$ cat config.mk
export PLATFORM = sky130hd
export DESIGN_NAME = fourbit_flag_reg_flat
export DESIGN_NICKNAME = d
export VERILOG_FILES = /design/src/rtl/fourbit_flag_reg_pkg.sv /design/src/rtl/fourbit_flag_reg_if.sv /design/src/rtl/fourbit_bitset.sv /design/src/rtl/fourbit_cmd_fifo.sv /design/src/rtl/fourbit_flag_reg.sv /design/src/flat_wrapper.sv
export SDC_FILE = /design/constraint.sdc
export NUM_CORES = 1
export LEC_CHECK = 0
export CAP_MARGIN = 20
export CORE_ASPECT_RATIO = 0.7
export CORE_MARGIN = 8
export CORE_UTILIZATION = 32
export CTS_CLUSTER_SIZE = 24
export DETAILED_ROUTE_END_ITERATION = 8
export SLEW_MARGIN = 0
export SYNTH_ARGS = -nofsm -noshare
export SYNTH_HDL_FRONTEND = slang
export SYNTH_SLANG_ARGS = --single-unit
$ cat constraint.sdc
create_clock -name clk -period 2.5 [get_ports clk]
set_input_delay 0.5 -clock clk [delete_from_list [all_inputs] [get_ports clk]]
set_output_delay 0.5 -clock clk [all_outputs]
set_load 0.05 [all_outputs]
$ cat src/rtl/fourbit_flag_reg_pkg.sv
// Shared op codes, FSM state codes and command entry layout for the flag register.
// Imported by fourbit_cmd_fifo and fourbit_flag_reg.
package fourbit_flag_reg_pkg;

  localparam logic [1:0] OP_WRITE  = 2'b00;
  localparam logic [1:0] OP_TOGGLE = 2'b01;
  localparam logic [1:0] OP_CLEAR  = 2'b10;
  localparam logic [1:0] OP_LOAD   = 2'b11;

  localparam logic [1:0] ST_IDLE  = 2'b00;
  localparam logic [1:0] ST_RUN   = 2'b01;
  localparam logic [1:0] ST_STALL = 2'b10;

  // 9-bit queued command: {op, index, value, data}
  typedef struct packed {
    logic [1:0] op;
    logic [1:0] index;
    logic       value;
    logic [3:0] data;
  } cmd_t;

  function automatic logic [3:0] onehot4(input logic [1:0] idx);
    logic [3:0] m;
    case (idx)
      2'd0:    m = 4'b0001;
      2'd1:    m = 4'b0010;
      2'd2:    m = 4'b0100;
      2'd3:    m = 4'b1000;
      default: m = 4'b0000;
    endcase
    return m;
  endfunction

endpackage

$ cat src/rtl/fourbit_flag_reg_if.sv
// Command and snapshot handshake bundle for fourbit_flag_reg.
// master = command producer / snapshot consumer, slave = the flag register.
interface fourbit_flag_reg_if;

  logic       cmd_valid;
  logic       cmd_ready;
  logic [1:0] cmd_op;
  logic [1:0] cmd_index;
  logic       cmd_value;
  logic [3:0] cmd_data;
  logic       out_valid;
  logic       out_ready;
  logic [3:0] out_flags;

  modport master (
    output cmd_valid, cmd_op, cmd_index, cmd_value, cmd_data, out_ready,
    input  cmd_ready, out_valid, out_flags
  );

  modport slave (
    input  cmd_valid, cmd_op, cmd_index, cmd_value, cmd_data, out_ready,
    output cmd_ready, out_valid, out_flags
  );

endinterface

$ cat src/rtl/fourbit_bitset.sv
// Single-bit writer: copies a 4-bit word with bit 'index' replaced by 'value'.
module fourbit_bitset (
  input  logic [3:0] in_flags,
  input  logic [1:0] index,
  input  logic       value,
  output logic [3:0] out_flags
);

  // Replace the addressed bit, keep the rest
  always_comb begin
    out_flags        = in_flags;
    out_flags[index] = value;
  end

endmodule

$ cat src/rtl/fourbit_cmd_fifo.sv
// Command FIFO for the flag register: DEPTH entries of cmd_t, registered full/empty/count.
module fourbit_cmd_fifo
  import fourbit_flag_reg_pkg::*;
#(
  parameter int DEPTH = 4,
  parameter int CW    = $clog2(DEPTH) + 1
) (
  input  logic          clk,
  input  logic          rst_n,
  input  logic          push,
  input  logic          pop,
  input  cmd_t          wdata,
  output cmd_t          rdata,
  output logic          full,
  output logic          empty,
  output logic [CW-1:0] count
);

  localparam int            AW      = $clog2(DEPTH);
  localparam logic [CW-1:0] ONE_C   = CW'(1);
  localparam logic [CW-1:0] DEPTH_C = CW'(DEPTH);
  localparam logic [AW-1:0] PSTEP_C = AW'(1);

  cmd_t          mem_r [DEPTH];
  logic [AW-1:0] wr_ptr_r;
  logic [AW-1:0] rd_ptr_r;
  logic [CW-1:0] count_r;
  logic [CW-1:0] count_nxt_s;
  logic          full_r;
  logic          empty_r;
  logic          do_push_s;
  logic          do_pop_s;

  // A full FIFO refuses the push even when a pop frees a slot this cycle
  assign do_push_s = push & ~full_r;
  assign do_pop_s  = pop & ~empty_r;

  // Occupancy after this edge
  always_comb begin
    count_nxt_s = count_r;
    if (do_push_s && !do_pop_s) begin
      count_nxt_s = count_r + ONE_C;
    end else if (!do_push_s && do_pop_s) begin
      count_nxt_s = count_r - ONE_C;
    end else begin
      count_nxt_s = count_r;
    end
  end

  // Pointers, status flags and occupancy
  always_ff @(posedge clk or negedge rst_n) begin
    if (!rst_n) begin
      wr_ptr_r <= {AW{1'b0}};
      rd_ptr_r <= {AW{1'b0}};
      count_r  <= {CW{1'b0}};
      full_r   <= 1'b0;
      empty_r  <= 1'b1;
    end else begin
      if (do_push_s) begin
        wr_ptr_r <= wr_ptr_r + PSTEP_C;
      end
      if (do_pop_s) begin
        rd_ptr_r <= rd_ptr_r + PSTEP_C;
      end
      count_r <= count_nxt_s;
      full_r  <= (count_nxt_s == DEPTH_C);
      empty_r <= (count_nxt_s == {CW{1'b0}});
    end
  end

  // Entry storage
  always_ff @(posedge clk or negedge rst_n) begin
    if (!rst_n) begin
      for (int i = 0; i < DEPTH; i++) begin
        mem_r[i] <= '0;
      end
    end else if (do_push_s) begin
      mem_r[wr_ptr_r] <= wdata;
    end
  end

  assign rdata = mem_r[rd_ptr_r];
  assign full  = full_r;
  assign empty = empty_r;
  assign count = count_r;

endmodule

$ cat src/rtl/fourbit_flag_reg.sv
// Queued 4-bit flag register: applies one WRITE/TOGGLE/CLEAR/LOAD per cycle and offers each result.
// Define FOURBIT_FLAG_REG_IRQ_EN to add the irq/irq_ack rising-bit interrupt.
module fourbit_flag_reg
  import fourbit_flag_reg_pkg::*;
#(
  parameter int DEPTH = 4,
  parameter int CW    = $clog2(DEPTH) + 1
) (
  input  logic              clk,
  input  logic              rst_n,
  fourbit_flag_reg_if.slave bus,
  output logic [3:0]        flags,
  output logic [CW-1:0]     count
`ifdef FOURBIT_FLAG_REG_IRQ_EN
  ,
  output logic              irq,
  input  logic              irq_ack
`endif
);

  localparam logic [CW-1:0] ONE_C = CW'(1);

  cmd_t          wcmd_s;
  cmd_t          head_s;
  logic          full_s;
  logic          empty_s;
  logic [CW-1:0] count_s;
  logic          push_s;
  logic          issue_s;
  logic          work_nxt_s;
  logic          ov_nxt_s;
  logic [3:0]    bitset_s;
  logic [3:0]    next_s;
  logic [3:0]    flags_r;
  logic [3:0]    out_flags_r;
  logic          out_valid_r;
  logic [1:0]    state_r;
  logic [1:0]    state_nxt_s;

  assign wcmd_s = {bus.cmd_op, bus.cmd_index, bus.cmd_value, bus.cmd_data};
  assign push_s = bus.cmd_valid & ~full_s;

  fourbit_cmd_fifo #(
    .DEPTH (DEPTH),
    .CW    (CW)
  ) u_fifo (
    .clk   (clk),
    .rst_n (rst_n),
    .push  (bus.cmd_valid),
    .pop   (issue_s),
    .wdata (wcmd_s),
    .rdata (head_s),
    .full  (full_s),
    .empty (empty_s),
    .count (count_s)
  );

  fourbit_bitset u_bitset (
    .in_flags  (flags_r),
    .index     (head_s.index),
    .value     (head_s.value),
    .out_flags (bitset_s)
  );

  // IDLE always has an empty FIFO, so the state gate never blocks real work
  assign issue_s = (state_r != ST_IDLE) & ~empty_s & (~out_valid_r | bus.out_ready);

  // Result of the head command applied to the live flags
  always_comb begin
    case (head_s.op)
      OP_WRITE:  next_s = bitset_s;
      OP_TOGGLE: next_s = flags_r ^ onehot4(head_s.index);
      OP_CLEAR:  next_s = 4'b0000;
      OP_LOAD:   next_s = head_s.data;
      default:   next_s = flags_r;
    endcase
  end

  // Snapshot valid after this edge
  always_comb begin
    ov_nxt_s = out_valid_r;
    if (issue_s) begin
      ov_nxt_s = 1'b1;
    end else if (bus.out_ready) begin
      ov_nxt_s = 1'b0;
    end else begin
      ov_nxt_s = out_valid_r;
    end
  end

  assign work_nxt_s = push_s | (count_s > ONE_C) | (~empty_s & ~issue_s);

  // Issue-gating state machine
  always_comb begin
    state_nxt_s = state_r;
    case (state_r)
      ST_IDLE: begin
        if (push_s) begin
          state_nxt_s = ST_RUN;
        end else begin
          state_nxt_s = ST_IDLE;
        end
      end
      ST_RUN: begin
        if (!work_nxt_s && !ov_nxt_s) begin
          state_nxt_s = ST_IDLE;
        end else if (work_nxt_s && ov_nxt_s && !bus.out_ready) begin
          state_nxt_s = ST_STALL;
        end else begin
          state_nxt_s = ST_RUN;
        end
      end
      ST_STALL: begin
        if (bus.out_ready) begin
          state_nxt_s = ST_RUN;
        end else begin
          state_nxt_s = ST_STALL;
        end
      end
      default: state_nxt_s = ST_IDLE;
    endcase
  end

  // Flag word, snapshot and state registers
  always_ff @(posedge clk or negedge rst_n) begin
    if (!rst_n) begin
      flags_r     <= 4'b0000;
      out_flags_r <= 4'b0000;
      out_valid_r <= 1'b0;
      state_r     <= ST_IDLE;
    end else begin
      state_r     <= state_nxt_s;
      out_valid_r <= ov_nxt_s;
      if (issue_s) begin
        flags_r     <= next_s;
        out_flags_r <= next_s;
      end
    end
  end

  assign bus.cmd_ready = ~full_s;
  assign bus.out_valid = out_valid_r;
  assign bus.out_flags = out_flags_r;
  assign flags         = flags_r;
  assign count         = count_s;

`ifdef FOURBIT_FLAG_REG_IRQ_EN
  logic [3:0] pending_r;
  logic [3:0] pend_nxt_s;
  logic       irq_r;

  // An ack clears old pending bits, but a bit rising on the same edge survives
  always_comb begin
    pend_nxt_s = pending_r;
    if (irq_ack) begin
      pend_nxt_s = 4'b0000;
    end else begin
      pend_nxt_s = pending_r;
    end
    if (issue_s) begin
      pend_nxt_s = pend_nxt_s | (next_s & ~flags_r);
    end else begin
      pend_nxt_s = pend_nxt_s;
    end
  end

  // Pending bits and interrupt line
  always_ff @(posedge clk or negedge rst_n) begin
    if (!rst_n) begin
      pending_r <= 4'b0000;
      irq_r     <= 1'b0;
    end else begin
      pending_r <= pend_nxt_s;
      irq_r     <= |pend_nxt_s;
    end
  end

  assign irq = irq_r;
`endif

endmodule
$ cat src/flat_wrapper.sv
// flat-port wrapper written by rule: the top's interface ports become plain ports
module fourbit_flag_reg_flat import fourbit_flag_reg_pkg::*;
#(
  parameter int DEPTH = 4,
  parameter int CW    = $clog2(DEPTH) + 1
)
  (clk, rst_n, flags, count, bus_cmd_valid, bus_cmd_op, bus_cmd_index, bus_cmd_value, bus_cmd_data, bus_out_ready, bus_cmd_ready, bus_out_valid, bus_out_flags);
  fourbit_flag_reg_if bus_i ();
  input  logic clk;
  input  logic rst_n;
  output logic [3:0] flags;
  output logic [CW-1:0] count;
  input wire logic [$bits(bus_i.cmd_valid)-1:0] bus_cmd_valid;
  input wire logic [$bits(bus_i.cmd_op)-1:0] bus_cmd_op;
  input wire logic [$bits(bus_i.cmd_index)-1:0] bus_cmd_index;
  input wire logic [$bits(bus_i.cmd_value)-1:0] bus_cmd_value;
  input wire logic [$bits(bus_i.cmd_data)-1:0] bus_cmd_data;
  input wire logic [$bits(bus_i.out_ready)-1:0] bus_out_ready;
  output wire logic [$bits(bus_i.cmd_ready)-1:0] bus_cmd_ready;
  output wire logic [$bits(bus_i.out_valid)-1:0] bus_out_valid;
  output wire logic [$bits(bus_i.out_flags)-1:0] bus_out_flags;
  assign bus_i.cmd_valid = bus_cmd_valid;
  assign bus_i.cmd_op = bus_cmd_op;
  assign bus_i.cmd_index = bus_cmd_index;
  assign bus_i.cmd_value = bus_cmd_value;
  assign bus_i.cmd_data = bus_cmd_data;
  assign bus_i.out_ready = bus_out_ready;
  assign bus_cmd_ready = bus_i.cmd_ready;
  assign bus_out_valid = bus_i.out_valid;
  assign bus_out_flags = bus_i.out_flags;
  fourbit_flag_reg #(.DEPTH(DEPTH), .CW(CW)) u_core (.clk(clk), .rst_n(rst_n), .bus(bus_i), .flags(flags), .count(count));
endmodule
### Word level (Yosys, flattened, before mapping)

Cells that the tools add are included.

| word-level totals | value |
|---|---|
| bits in registers | 52 |
| input bits | 13 |
| output and inout port bits | 13 |
| word-level logic and storage cells | 96 |

| cells by class | value |
|---|---|
| add/sub/neg operators | 4 |
| $lt $le $gt $ge | 6 |
| equality and inequality tests | 9 |
| multiplexer cells | 21 |
| bitwise operators | 15 |
| reduce and logical (&&, ||, !) cells | 17 |

Operator list:

| cell | count |
|---|---|
| $bwmux W36 | 1 |
| $pmux W4 S4 | 2 |
| $mux W9 | 3 |
| $bmux W9 S2 | 1 |
| $demux W9 S2 | 1 |
| $eq A2 B2 Y1 const B | 5 |
| $logic_and A1 B1 Y1 | 7 |
| $eq A2 B1 Y1 const B | 3 |
| $ge A3 B3 Y1 const B | 2 |
| $logic_not A2 Y1 | 3 |
| $mux W2 | 3 |
| $mux W3 | 2 |
| $not A2 Y3 | 2 |
| $pmux W2 S3 | 1 |
| $and A1 B1 Y1 | 5 |
| $logic_not A1 Y1 | 5 |
| $add A2 B1 Y2 const B | 2 |
| $bwmux W4 | 1 |
| $mux W1 | 4 |
| $mux W4 | 1 |
| $not A1 Y1 | 4 |
| $xor A4 B4 Y4 | 1 |
| $add A3 B1 Y3 const B | 1 |
| $eq A3 B3 Y1 const B | 1 |
| 9 further kinds | 11 |

### Logic depth before layout (Yosys ltp)

| depth | value |
|---|---|
| word-level depth | 11 |
| depth in mapped cells | 6 |
| depth with buffers taken out | 6 |

### Hierarchy

A second synthesis with hierarchy kept.

| unflattened totals | value |
|---|---|
| cell total of the unflattened synthesis | 214 |
| area, all modules | 2,964.1 um^2 |

Modules (own cells, without submodules):

| module | times used | cells each | area an instance (um^2) | seq. area each (um^2) |
|---|---|---|---|---|
| fourbit_cmd_fifo | 1 | 139 | 2,293.4 | 1,127.3 |
| fourbit_flag_reg | 1 | 67 | 601.8 | 175.2 |
| fourbit_bitset | 1 | 8 | 68.8 | 0.0 |

### Worst setup path before layout

OpenSTA, ideal clock, no wires.

| timing | value |
|---|---|
| path type | flip-flop to flip-flop |
| start | register u_core.u_fifo.count_r[1] (netlist: u_core.u_fifo.count[1]) |
| end | register u_core.state_r[0] |
| data arrival time | 1,731 ps |
| data required time | 2,380 ps |
| slack | 649 ps |
| cell stages (with the launch flop) | 7 |
| path through | dfrtp_1 inv_1 ha_1 o21bai_1 a41oi_1 o221ai_1 o211a_1 |

| between the ends | value |
|---|---|
| longest elaborated chain between the ends | 8 |
| elaborated cells on any way between the ends | 10 |
| those cells by class | order compare: 1; mux: 3; bitwise: 2; reduce/logical: 4 |

Ends and longest elaborated chain:

| element | line | source |
|---|---|---|
| start: declaration | fourbit_cmd_fifo.sv:27 | `logic [CW-1:0] count_r;` |
| start signal: assignment | fourbit_cmd_fifo.sv:55 | `count_r <= {CW{1'b0}};` |
| start signal: assignment | fourbit_cmd_fifo.sv:65 | `count_r <= count_nxt_s;` |
| $gt A3 B1 Y1 * | fourbit_flag_reg.sv:91 | `assign work_nxt_s = push_s \| (count_s > ONE_C) \| (~empty_s & ~issue_s);` |
| $or A1 B1 Y1 * (2 in a row) | fourbit_flag_reg.sv:91 |  |
| $logic_and A1 B1 Y1 (2 in a row) | fourbit_flag_reg.sv:107 | `end else if (work_nxt_s && ov_nxt_s && !bus.out_ready) begin` |
| $mux W2 | fourbit_flag_reg.sv:107 |  |
| $mux W2 * | fourbit_flag_reg.sv:105 | `if (!work_nxt_s && !ov_nxt_s) begin` |
| $pmux W2 S3 * | fourbit_flag_reg.sv:96 | `case (state_r)` |
| via u_core.state_nxt_s[0] | fourbit_flag_reg.sv:38 | `logic [1:0] state_nxt_s;` |
| end signal: assignment | fourbit_flag_reg.sv:132 | `state_r <= state_nxt_s;` |
| end: declaration | fourbit_flag_reg.sv:37 | `logic [1:0] state_r;` |

Mark *: on every way through the listed nets, which the timed path passes. The rest lies on a longest branch.
A chain may end at the register's enable or synchronous reset.

### Worst setup path in the final report

| timing | value |
|---|---|
| start | register u_core.u_fifo.rd_ptr_r[0] |
| end | register u_core.out_flags_r[2] (netlist: u_core.bus.out_flags[2]) |

| between the ends | value |
|---|---|
| longest elaborated chain between the ends | 10 |
| elaborated cells on any way between the ends | 22 |
| those cells by class | order compare: 2; eq/ne: 6; mux: 9; bitwise: 2; reduce/logical: 3 |

Ends and longest elaborated chain:

| element | line | source |
|---|---|---|
| start: declaration | fourbit_cmd_fifo.sv:26 | `logic [AW-1:0] rd_ptr_r;` |
| start signal: assignment | fourbit_cmd_fifo.sv:54 | `rd_ptr_r <= {AW{1'b0}};` |
| start signal: assignment | fourbit_cmd_fifo.sv:63 | `rd_ptr_r <= rd_ptr_r + PSTEP_C;` |
| $not A2 Y3 (implied by the code) * | fourbit_cmd_fifo.sv:82 | `assign rdata = mem_r[rd_ptr_r];` |
| $bmux W9 S2 * | fourbit_cmd_fifo.sv:82 |  |
| $mux W9 (implied by the code) * (2 in a row) | fourbit_cmd_fifo.sv:82 |  |
| $lt A2 B3 Y1 (implied by the code) / $ge A2 B1 Y1 (equally long branches) | fourbit_bitset.sv:12 | `out_flags[index] = value;` |
| $logic_and A1 B1 Y1 (implied by the code) | fourbit_bitset.sv:12 |  |
| $mux W1 (implied by the code) | fourbit_bitset.sv:12 |  |
| $demux W1 S2 | fourbit_bitset.sv:12 |  |
| $bwmux W4 | fourbit_bitset.sv:12 |  |
| $pmux W4 S4 * | fourbit_flag_reg.sv:70 | `case (head_s.op)` |
| end signal: assignment | fourbit_flag_reg.sv:136 | `out_flags_r <= next_s;` |
| end: declaration | fourbit_flag_reg.sv:35 | `logic [3:0] out_flags_r;` |

Every way passes the cells marked *; elsewhere a longest branch is shown, timed or not. The select of a mux whose other input is x is not followed.

==> summary.md <==
| Metric | Value |
|---|---|
| Peak VDD IR | 372 uV |
| Worst Path Buf+Inv | 0 |
| CP Cell Sequence | mux4_2, nor3b_4, a22oi_1, o32ai_2 |
| Top Family by Delay on Critical Path | multiplexers |
| Layout Nets | 252 |
| Sw Share | 40.5% |
| Net Count, Synth | 227 |
| Highest clock rate | 446 MHz |
| Initial core utilization | 32.3% |
| Syn. warnings | 0 |
| Synth Area per Inst | 13.0 um^2 |
| Met2 wire length | 2280 um |
| Most common cell in the synthesized netlist | dfrtp_1 |
| Rel. slew slack | 56.0% |
| Drt first pass iters | 4 |
| Placed Area | 0.00302 mm^2 |
| HP Class | in -> async |
| Tmin final | 2.24 ns |
| Layout Cell Area excl Fill | 0.00317 mm^2 |
| Post-synthesis instance total | 207 |
| Cts hold-fix bufs | 0 |
| Initial antenna violation count | 0 |
| Yosys cell types | 47 |
| Top cells by count, synth | dfrtp_1, mux2_2, inv_1, nand2_1, ha_1 |
| Met3 Wirelength | 259 um |
| Internal power | 2.75 mW |
| Worst skew pair latency | 0.30 ns |
| Combinational power share | 49.9% |
| Cell Area, Synth | 0.00268 mm^2 |
| Finished Layout Cells | 338 |
| Power density over cell area | 1460 mW/mm^2 |
| Period utilisation layout | 89.6% |
| Pre-CTS setup slack | 0.212 ns |
| Synth area leaders | dfrtp_1, mux2_2, mux4_1, ha_1, mux4_2 |
| Max_cap viols | 0 |
| FP Rows | 28 |
| Clock Path Buffers | 2 |
| Largest net degree at the start of global routing | 53 |
| Number of flops mapped to enable cells by yosys | 0 |
| Clk root buf | clkbuf_16 |
| Critical path type | reg -> reg |
| Core Box Area | 0.00830 mm^2 |
| CP Data Required Time | 2.71 ns |
| DRC | 0 |
| Status | completed |
| DR WL/cell | 16.2 um |
| Detailed-route wire length | 5490 um |
| Max FO, Critical Path | 14 |
| Reg2reg setup slack | 0.26 ns |
| Worst setup EP type | register |
| Via/cell ratio | 5.17 |
| Setup violators final | 0 |
| H-tree Lvls | 2 |
| Clock sink total | 52 |
| Top Ports | 26 |
| Die X | 125 um |
| Psw | 1.87 mW |
| CP max stage cell | mux4_2 |
| Ant diodes | 0 |
| Vias in the first global route | 1,825 |
| 1st-iter DRT viols | 206 |
| Synth area leader | dfrtp_1 |
| GRT Util Overall | 10.2% |
| Synth top area share | 47.6% |
| Pleak | 1.33 nW |
| Global-route wire length before repair | 9430 um |
| Uppermost routed layer | met4 |
| Met1 wire length | 2850 um |
| DRT antenna net count | 0 |
| Hold Fails Final Rpt | 0 |
| Crit path DAT | 2.45 ns |
| Via count | 1,746 |
| Placed Cells | 330 |
| CTS tree | yes |
| Post-synthesis async set-or-reset flop share | 100% |
| CP Launch Type | register |
| GRT Residual Overflow | 0 |
| Cts bufs inserted | 5 |
| Die Y | 92.6 um |
| Worst Tran Pin Value | 0.661 ns |
| PostCTS Resize Cnt | 0 |
| Sequential fraction of the synthesis area | 48.6% |
| Layout area overhead | 18.1% |
| Final Util | 38.2% |
| Layout cell share with drive strength beyond 1 | 24.9% |
| Overall Power | 4.62 mW |
| Sequential share of power | 34.3% |
| Yosys reg bits | 52 |
| # Post-CTS Setup Buffers | 0 |
| Clock Skew | 0.00815 ns |
| WHS | 0.299 ns |
| Die Area | 0.0116 mm^2 |
| Max stage delay on crit path | 0.74 ns |
| TNS Setup | 0 ns |
| GPL Wtd Cong | 0.795 |
| Worst-path clk slew | 0.07 ns |
| RSZ-0062 raised after global routing | no |
| Final Slew Violations | 0 |
| Clock power frac | 15.8% |
| Buffers on Ports | 25 |
| Final Worst Setup Slack | 0.260 ns |
| Post-synth top flop | dfrtp_1 |
| Post-DP HPWL | 3860 um |
-- kinds of logic (layout without fill, tap and decap cells) --
logic type	Yosys count	in the layout	share of synthesized area, %
DFF	52	52	48.6
muxes	46	46	23.9
AOI/OAI and AO/OA	39	39	10.7
and+or+nand+nor	37	37	7.93
buffers and inverters	22	48	4.29
adders and majority gates	7	7	3.26
xor gates and xnor gates	4	4	1.31
-- placed cells by master, fill, tap and decap left out, types with 2 or more instances in the layout --
cell type        Yosys  routed
mux4_2               3       3
nand4_1              2       2
mux2_2              37      37
nor2_1               6       6
buf_4                4       4
dfrtp_1             51      51
o21a_1               2       2
o311ai_1             2       2
a31oi_1              4       4
and3_1               5       5
ha_1                 7       7
inv_1               11      11
a21oi_1              5       5
o211ai_1             3       3
o21ai_0              4       4
o21bai_1             2       2
nor2b_1              4       4
a211oi_1             3       3
a41oi_1              2       2
xnor2_1              4       4
nand2b_1             3       3
nand2_1              8       8
o221ai_1             2       2
inv_6                0       2
mux4_1               6       6
clkbuf_16            0       5
clkdlybuf4s50_1      0      24
-- routing by layer --
layer  vias to the layer above  track usage, %
met5                         -               0
met4                         0            4.84
met3                         9            2.93
met2                        32            14.6
met1                       877            14.0
li1                        828               -
-- power groups by stage --
stage | logic, mW | registers (mW) | clock network [mW]
2_1_floorplan | 1.74 | 1.63 | 0
3_3_place_gp | 2.25 | 1.58 | 0
3_5_place_dp | 2.30 | 1.60 | 0
4_1_cts | 2.31 | 1.58 | 0.755
5_1_grt | 2.52 | 1.65 | 0.782
6_report | 2.31 | 1.59 | 0.728
-- flip-flops by register name, indices dropped and copies added (netlist names) --
name / count
u_core.u_fifo.mem_r: 36
u_core.u_fifo.empty: 1
u_core.u_fifo.full: 1
u_core.u_fifo.rd_ptr_r: 2
u_core.u_fifo.wr_ptr_r: 2
u_core.bus.out_flags: 4
u_core.u_fifo.count: 3
u_core.bus.out_valid: 1
u_core.state_r: 2
-- layout make-up --
| type | count | area [um^2] |
|---|---|---|
| clock buffers | 5 | 125 |
| clock inverters | 3 | 28.8 |
| fillers | 796 | 5130 |
| inverters | 11 | 41.3 |
| multi-input cells | 133 | 1260 |
| flip-flops and latches | 52 | 1300 |
| well taps | 105 | 131 |
| repair buffers | 29 | 275 |
-- worst paths after layout --
path | endpoint | startpoint | cells after the start
max | u_core.bus.out_flags[2] | u_core.u_fifo.rd_ptr_r[0] | 4
max in group asynchronous | u_core.u_fifo.mem_r[23] | rst_n | 2
min reg2reg | u_core.u_fifo.mem_r[30] | u_core.u_fifo.mem_r[30] | 1
min | u_core.bus.out_flags[2] | rst_n | 2
max reg2reg | u_core.bus.out_flags[2] | u_core.u_fifo.rd_ptr_r[0] | 4
min in group clk | u_core.u_fifo.mem_r[30] | u_core.u_fifo.mem_r[30] | 1
Power figures use the tool's default switching activity.
